--- src/rtl/ps2_note_decoder.sv ---
// ps2_note_decoder
// Turns the PS/2 set-2 scan-code byte stream into synth control. It tracks the
// held note keys, picks a mono note (the last key pressed wins), drives a gate,
// and keeps saturating octave and amplitude registers. The decoder handles the
// F0 (break) and E0 (extended) prefixes and ignores typematic repeats.
// All logic runs on the rising edge of CLOCK_50.

module ps2_note_decoder #(
   parameter int OCT_W    = 3,
   parameter int OCT_MIN  = 0,
   parameter int OCT_MAX  = 7,
   parameter int OCT_INIT = 4,
   parameter int AMP_W    = 4,
   parameter int AMP_MIN  = 0,
   parameter int AMP_MAX  = 15,
   parameter int AMP_INIT = 8
) (
   input  logic             CLOCK_50,
   input  logic             reset,
   input  logic             byte_valid,
   input  logic [7:0]       byte_in,
   output logic [11:0]      key_held,
   output logic [3:0]       note,
   output logic             gate,
   output logic             note_on,
   output logic [OCT_W-1:0] octave,
   output logic [AMP_W-1:0] amplitude
);

   // Prefix parser states.
   typedef enum logic [1:0] {
      IDLE,
      BREAK,
      EXT,
      EXT_BREAK
   } state_t;

   // Control-key slots inside ctrl_held.
   localparam int CTRL_OCT_DN = 0;
   localparam int CTRL_OCT_UP = 1;
   localparam int CTRL_AMP_DN = 2;
   localparam int CTRL_AMP_UP = 3;

   localparam logic [7:0] CODE_BREAK = 8'hF0;
   localparam logic [7:0] CODE_EXT   = 8'hE0;

   localparam logic [OCT_W-1:0] OCT_LO = OCT_W'(OCT_MIN);
   localparam logic [OCT_W-1:0] OCT_HI = OCT_W'(OCT_MAX);
   localparam logic [AMP_W-1:0] AMP_LO = AMP_W'(AMP_MIN);
   localparam logic [AMP_W-1:0] AMP_HI = AMP_W'(AMP_MAX);

   state_t      state;
   logic [3:0]  ctrl_held;

   logic        is_note;
   logic [3:0]  note_idx;
   logic        is_ctrl;
   logic [1:0]  ctrl_idx;
   logic        is_prefix;
   logic        do_make;
   logic        do_break;
   logic [11:0] remain;
   logic [3:0]  low_idx;

   // Decode the current byte into a note index or a control-key slot.
   always_comb begin
      // NOTE: every output of this block gets a default first, so that no
      // path through the case leaves it unassigned and infers a latch.
      is_note  = 1'b1;
      note_idx = 4'd0;
      is_ctrl  = 1'b0;
      ctrl_idx = 2'd0;
      case (byte_in)
         8'h1C: note_idx = 4'd0;
         8'h1D: note_idx = 4'd1;
         8'h1B: note_idx = 4'd2;
         8'h24: note_idx = 4'd3;
         8'h23: note_idx = 4'd4;
         8'h2B: note_idx = 4'd5;
         8'h2C: note_idx = 4'd6;
         8'h34: note_idx = 4'd7;
         8'h35: note_idx = 4'd8;
         8'h33: note_idx = 4'd9;
         8'h3C: note_idx = 4'd10;
         8'h3B: note_idx = 4'd11;
         8'h1A: begin is_note = 1'b0; is_ctrl = 1'b1; ctrl_idx = 2'(CTRL_OCT_DN); end
         8'h22: begin is_note = 1'b0; is_ctrl = 1'b1; ctrl_idx = 2'(CTRL_OCT_UP); end
         8'h16: begin is_note = 1'b0; is_ctrl = 1'b1; ctrl_idx = 2'(CTRL_AMP_DN); end
         8'h1E: begin is_note = 1'b0; is_ctrl = 1'b1; ctrl_idx = 2'(CTRL_AMP_UP); end
         default: is_note = 1'b0;
      endcase
   end

   // Decide whether this byte acts as a make or a break in the current state.
   always_comb begin
      is_prefix = (byte_in == CODE_BREAK) || (byte_in == CODE_EXT);
      do_make   = byte_valid && (state == IDLE)  && !is_prefix;
      do_break  = byte_valid && (state == BREAK) && !is_prefix;
   end

   // Find the lowest held key left after the key named by this byte is released.
   always_comb begin
      remain  = key_held & ~(12'd1 << note_idx);
      low_idx = 4'd0;
      for (int i = 11; i >= 0; i--) begin
         if (remain[i]) low_idx = 4'(i);
      end
   end

   assign gate = |key_held;

   // Prefix FSM plus every registered output. One byte takes effect per valid cycle.
   always_ff @(posedge CLOCK_50 or posedge reset) begin
      if (reset) begin
         state     <= IDLE;
         key_held  <= 12'd0;
         note      <= 4'd0;
         note_on   <= 1'b0;
         ctrl_held <= 4'd0;
         octave    <= OCT_W'(OCT_INIT);
         amplitude <= AMP_W'(AMP_INIT);
      end else begin
         // NOTE: state is updated with non-blocking assignments, so every
         // decision in this block sees the values from before this edge.
         note_on <= 1'b0;

         if (byte_valid) begin
            case (state)
               IDLE: begin
                  if (byte_in == CODE_BREAK)    state <= BREAK;
                  else if (byte_in == CODE_EXT) state <= EXT;
                  else                          state <= IDLE;
               end
               BREAK:     state <= IDLE;
               EXT:       state <= (byte_in == CODE_BREAK) ? EXT_BREAK : IDLE;
               EXT_BREAK: state <= IDLE;
               default:   state <= IDLE;
            endcase
         end

         // A note make that is not a typematic repeat takes over the mono note.
         if (do_make && is_note && !key_held[note_idx]) begin
            key_held[note_idx] <= 1'b1;
            note               <= note_idx;
            note_on            <= 1'b1;
         end

         // Releasing the sounding note falls back to the lowest key still held.
         // If no key remains, note keeps its value and only the gate drops.
         if (do_break && is_note && key_held[note_idx]) begin
            key_held[note_idx] <= 1'b0;
            if ((note_idx == note) && (remain != 12'd0)) note <= low_idx;
         end

         // The first make of a control key steps its register and saturates at the limits.
         if (do_make && is_ctrl && !ctrl_held[ctrl_idx]) begin
            ctrl_held[ctrl_idx] <= 1'b1;
            case (ctrl_idx)
               2'(CTRL_OCT_DN): if (octave    > OCT_LO) octave    <= octave    - OCT_W'(1);
               2'(CTRL_OCT_UP): if (octave    < OCT_HI) octave    <= octave    + OCT_W'(1);
               2'(CTRL_AMP_DN): if (amplitude > AMP_LO) amplitude <= amplitude - AMP_W'(1);
               default:         if (amplitude < AMP_HI) amplitude <= amplitude + AMP_W'(1);
            endcase
         end

         if (do_break && is_ctrl) ctrl_held[ctrl_idx] <= 1'b0;
      end
   end

endmodule
--- config.mk ---
export PLATFORM = sky130hd
export DESIGN_NAME = ps2_note_decoder
export DESIGN_NICKNAME = d
export VERILOG_FILES = /design/src/rtl/ps2_note_decoder.sv
export SDC_FILE = /design/constraint.sdc
export NUM_CORES = 1
export LEC_CHECK = 0
export CAP_MARGIN = 10
export CORE_UTILIZATION = 55
export CTS_BUF_LIST = sky130_fd_sc_hd__clkbuf_4
export DETAILED_ROUTE_END_ITERATION = 16
export PLACE_DENSITY_LB_ADDON = 0.05
export SYNTH_ARGS = -nofsm -noshare
export SYNTH_HDL_FRONTEND = slang
export SYNTH_SLANG_ARGS = --single-unit
--- constraint.sdc ---
create_clock -name CLOCK_50 -period 2.13 [get_ports CLOCK_50]
set_clock_uncertainty 0.15 [all_clocks]
set_input_delay 0.639 -clock CLOCK_50 [delete_from_list [all_inputs] [get_ports CLOCK_50]]
set_output_delay 0.639 -clock CLOCK_50 [all_outputs]
set_load 0.01 [all_outputs]
==> results.sh, run 1 <==
export IMPL_cts_buffers=5
export IMPL_die_w_um=66.0
export IMPL_yosysWarnings=0
export IMPL_fp_dieH_um=66.0
export IMPL_io_pins=36
export IMPL_ys_seq_area_share_pct=33.4
export IMPL_syn_avg_cell_area_um2=8.70
export IMPL_ys_types=63
export IMPL_pre_cts_ws_ns=-1.50
export IMPL_lastStage="clock tree synthesis (4_1_cts)"
export IMPL_syn_num_nets=274
export IMPL_rows=22
export IMPL_error="[ERROR DPL-0033] detailed placement checks failed during check placement."
export IMPL_postCtsHoldBufs=0
export IMPL_cts_resized=88
export IMPL_htree_levels=2
export IMPL_postSynthCellCount=259
export IMPL_cts_sinks=30
export IMPL_synthFlopType="dfrtp_1"
export IMPL_portBuffers=35
export IMPL_yosys_area_share_xor_xnor_pct=4.28
export IMPL_synth_area_um2=2250
export IMPL_initial_core_util_pct=59.3
export IMPL_synth_async_reset_ratio_pct=100
export IMPL_synth_compound_area_share_pct=24.2
export IMPL_cts_root_buffer="clkbuf_4"
export IMPL_yosys_area_share_simple_pct=23.1
export IMPL_synth_top_family_by_area="compound AO/OA/AOI/OAI gates"
export IMPL_post_synth_mux_area_share_pct=6.61
export IMPL_synth_edff_count=0
export IMPL_post_cts_buffers=17
export IMPL_synth_fa_ha_area_share_pct=2.89
export IMPL_status="aborted with a tool error"
export IMPL_ys_ff_latch=30
export IMPL_gp_congestion=0.983
export IMPL_cts_buffer_depth=2
export IMPL_hpwlAfterDp_mm=6.09
[cell usage after synthesis, drive strengths merged, types with 3 or more instances]
cell type / count / area, µm²
nand2b: 7 / 43.8
dfrtp: 28 / 701
a31oi: 5 / 37.5
buf: 9 / 55.0
mux2i: 10 / 100
inv: 17 / 63.8
o21ai: 10 / 50.1
o211ai: 3 / 27.5
xnor2: 9 / 78.8
mux2: 4 / 48.8
and3: 4 / 25.0
or4b: 3 / 30.0
nor3: 5 / 36.3
nor4: 5 / 31.3
a21oi: 39 / 195
nand2: 18 / 67.6
a21o: 3 / 22.5
nand3: 9 / 45.0
nand3b: 4 / 30.0
nor2: 22 / 85.1
[stage by stage]
stage               TNS (ns)  std cells  hold WS [ns]  util (%)  area, µm²
detailed placement    -37.64        422         0.349      89.7       3410
global placement      -34.89        422         0.329      89.7       3410
floorplan             -18.51        259         0.311         -       2400
[kinds of logic after synthesis]
logic type | Yosys count
AOI/OAI and AO/OA | 81
buffers and inverters | 27
xor gates and xnor gates | 11
adders and majority gates | 4
muxes | 14
and+or+nand+nor | 92
DFF | 30
==> run 2: changes to the inputs <==
--- a/config.mk
+++ b/config.mk
@@ -6,10 +6,9 @@
 export NUM_CORES = 1
 export LEC_CHECK = 0
 export CAP_MARGIN = 10
-export CORE_UTILIZATION = 55
-export CTS_BUF_LIST = sky130_fd_sc_hd__clkbuf_4
+export CORE_UTILIZATION = 40
 export DETAILED_ROUTE_END_ITERATION = 16
-export PLACE_DENSITY_LB_ADDON = 0.05
+export PLACE_DENSITY_LB_ADDON = 0.15
 export SYNTH_ARGS = -nofsm -noshare
 export SYNTH_HDL_FRONTEND = slang
 export SYNTH_SLANG_ARGS = --single-unit
==> results.sh, run 2 <==
export IMPL_status="finished, violations left"
export IMPL_violations="negative setup slack"
export IMPL_p_int_mw=1.08
export IMPL_drc=0
export IMPL_layout_commonest_cell="buf_4"
export IMPL_cts_root_buffer="clkbuf_8"
export IMPL_final_area_um2=3900
export IMPL_syn_num_nets=274
export IMPL_pre_cts_ws_ns=-1.59
export IMPL_hold_viol=0
export IMPL_ys_types=63
export IMPL_crit_path_cell_trace="buf_6 > buf_6 > or4b_4 > or3_4 > buf_6 > nand2_2 > o221ai_4 > o211ai_2 > and4_4 > buf_6 > mux2i_1 > mux2i_1"
export IMPL_hold_class="reg2reg"
export IMPL_synth_top_area_cell="dfrtp_1"
export IMPL_avgRoutedWirePerCell_um=16.2
export IMPL_postCtsHoldBufs=0
export IMPL_cts_buffers=5
export IMPL_synth_most_common_cell="a21oi_1"
export IMPL_hold_end="state[1]"
export IMPL_largest_register="key_held"
export IMPL_r2r_start="amplitude[1]"
export IMPL_initial_core_util_pct=42.7
export IMPL_hold_worst_slack_ns=0.343
export IMPL_grtUsageTotal_pct=26.0
export IMPL_core_um2=5270
export IMPL_ys_top_cells_by_count="39 x a21oi_1, 28 x dfrtp_1, 21 x nor2_1"
export IMPL_grt_pass1_vias=2554
export IMPL_setup_tns_ns=-16.70
export IMPL_grt_overflow=0
export IMPL_fin_crit_sh_pct=135
export IMPL_switching_power_mw=0.447
export IMPL_tightest_slew_ns=0.478
export IMPL_criticalPathCategory="in2reg"
export IMPL_io_pins=36
export IMPL_num_vias=2567
export IMPL_largest_reg_flops=12
export IMPL_crit_required_ns=2.13
export IMPL_ir_drop_v=0.000266
export IMPL_drv_slew=0
export IMPL_fp_dieH_um=77.0
export IMPL_synth_edff_count=0
export IMPL_r2r_end="amplitude[0]"
export IMPL_max_freq_ghz=0.348
export IMPL_via_per_inst=5.51
export IMPL_place_area_um2=3420
export IMPL_antenna_found_initial=0
export IMPL_synth_async_reset_ratio_pct=100
export IMPL_crit_arrival_ns=2.87
export IMPL_ys_ff_latch=30
export IMPL_cts_buffer_depth=2
export IMPL_die_area_um2=5930
export IMPL_drtPass1Iterations=4
export IMPL_worstSkewPairLatency_ns=0.29
export IMPL_cts_sinks=30
export IMPL_routed_wl_mm=7.56
export IMPL_slowest_stage="or4b_4"
export IMPL_hp_start="state[0]"
export IMPL_synthFlopType="dfrtp_1"
export IMPL_multi_input_area_um2=1710
export IMPL_clockPowerShare_pct=32.0
export IMPL_reg2regPathDepth=6
export IMPL_setup_viol=28
export IMPL_hold_path_depth=1
export IMPL_synthTopCellsByArea="dfrtp_1 31%, a21oi_1 8.7%, mux2i_1 4.4%"
export IMPL_syn_avg_cell_area_um2=8.70
export IMPL_yosysWarnings=0
export IMPL_htree_levels=2
export IMPL_critPathCaptureType="flip-flop"
export IMPL_diodes=0
export IMPL_die_w_um=77.0
export IMPL_drive_above_1_share_pct=46.7
export IMPL_cp_start_kind="primary input"
export IMPL_cpMostUsedCell="buf_6"
export IMPL_grt_start_max_net_pins=18
export IMPL_p_comb_share_pct=27.6
export IMPL_reg2reg_slack_ns=0.13
export IMPL_swShare_pct=29.3
export IMPL_min_period_ns=2.87
export IMPL_netlist_area_leader_share_pct=31.1
export IMPL_num_nets_final=410
export IMPL_grt_pass1_wl_mm=12.2
export IMPL_ys_seq_area_share_pct=33.4
export IMPL_crit_fanout=4
export IMPL_postRouteAntennaNets=0
export IMPL_portBuffers=35
export IMPL_gp_congestion=0.895
export IMPL_drt_iter0_drc=158
export IMPL_seqPwrFrac_pct=40.4
export IMPL_rows=26
export IMPL_rsz0062_at_grt="yes"
export IMPL_worst_slack_ns=-0.744
export IMPL_syn2layout_area_growth_pct=73.2
export IMPL_synth_area_um2=2250
export IMPL_hpwlAfterDp_mm=5.49
export IMPL_p_per_area_nw_per_um2=391
export IMPL_max_stage_delay_ns=0.55
export IMPL_power_leakage_nw=1.89
export IMPL_nFillCells=383
export IMPL_cts_tree="built"
export IMPL_maxCapViolCount=0
export IMPL_mostFrequentLayoutCells="91 x buf_4, 24 x dfrtp_1, 23 x a21oi_1, 17 x inv_1, 16 x nor2_1"
export IMPL_path_clk_slew_ns=0.06
export IMPL_seq_area_um2=758
export IMPL_timing_slew_headroom_pct=67.8
export IMPL_postSynthCellCount=259
export IMPL_power_total_mw=1.53
[run 2: repair_timing]
item | CTS | global route
buffers inserted | 12 | 3
gates resized for setup | 77 | 31
setup endpoints to repair | 34 | 39
pin swaps | 27 | 7
[run 2: worst max-delay path: cells and delay by family]
kind            cells  cell delay [ns]
simple gates        4             1.27
compound gates      2             0.20
mux                 2             0.30
buf+inv             4             0.45
[run 2: area by class of cell]
type | count | share of cell area [%]
Clock inverter | 1 | 0.128
Inverter | 17 | 1.64
Sequential cell | 30 | 19.4
Timing Repair Buffer | 139 | 30.4
Clock buffer | 7 | 2.21
Multi-Input combinational cell | 202 | 43.9
Tap cell | 70 | 2.25
[run 2: cell families (layout without fill, tap and decap cells)]
kind of cell	after synthesis	after routing	share of synthesized area, %
flip-flops	30	30	33.4
buffers and inverters	27	164	5.44
multiplexers	14	14	6.61
XOR/XNOR	11	11	4.28
adder cells (fa/ha/maj)	4	4	2.89
AO/OA/AOI/OAI	81	81	24.2
AND/OR/NAND/NOR	92	92	23.1
[run 2: power groups by stage]
stage	Sequential (mW)	Clock [mW]	Combinational, mW
after global placement	0.621	0	0.375
final	0.616	0.488	0.421
after floorplan	0.635	0	0.168
after CTS	0.612	0.496	0.403
after detailed placement	0.621	0	0.381
after global routing	0.619	0.525	0.458
[run 2: metal layers]
metal  vias up  wire [µm]  global-route usage [%]  share of wire, %
met2        69       3670                    42.2                49
met5         -          0                       0                 0
li1       1229          -                       -                 -
met3        20        325                    4.76               4.3
met4         0        181                    10.8               2.4
met1      1249       3380                    34.0                45
[run 2: worst max-delay path by stage]
stage | start | to | depth (start not counted)
5_1_grt | byte_in[5] | note[3] | 14
3_3_place_gp | byte_in[5] | note[2] | 11
2_1_floorplan | byte_in[0] | note[2] | 11
4_1_cts | byte_in[7] | note[3] | 10
6_report | byte_in[5] | note[0] | 12
3_5_place_dp | byte_in[7] | note[0] | 10
[run 2: through the flow]
| stage | utilization (%) | cells |
|---|---|---|
| 3_5_place_dp | 64.8 | 443 |
| 6_report | 74.0 | 466 |
| 4_1_cts | 70.9 | 463 |
| 5_1_grt | 74.0 | 466 |
| 2_1_floorplan | - | 259 |
| 3_3_place_gp | 64.8 | 443 |
Note: power is estimated with default switching activity, not from simulation.
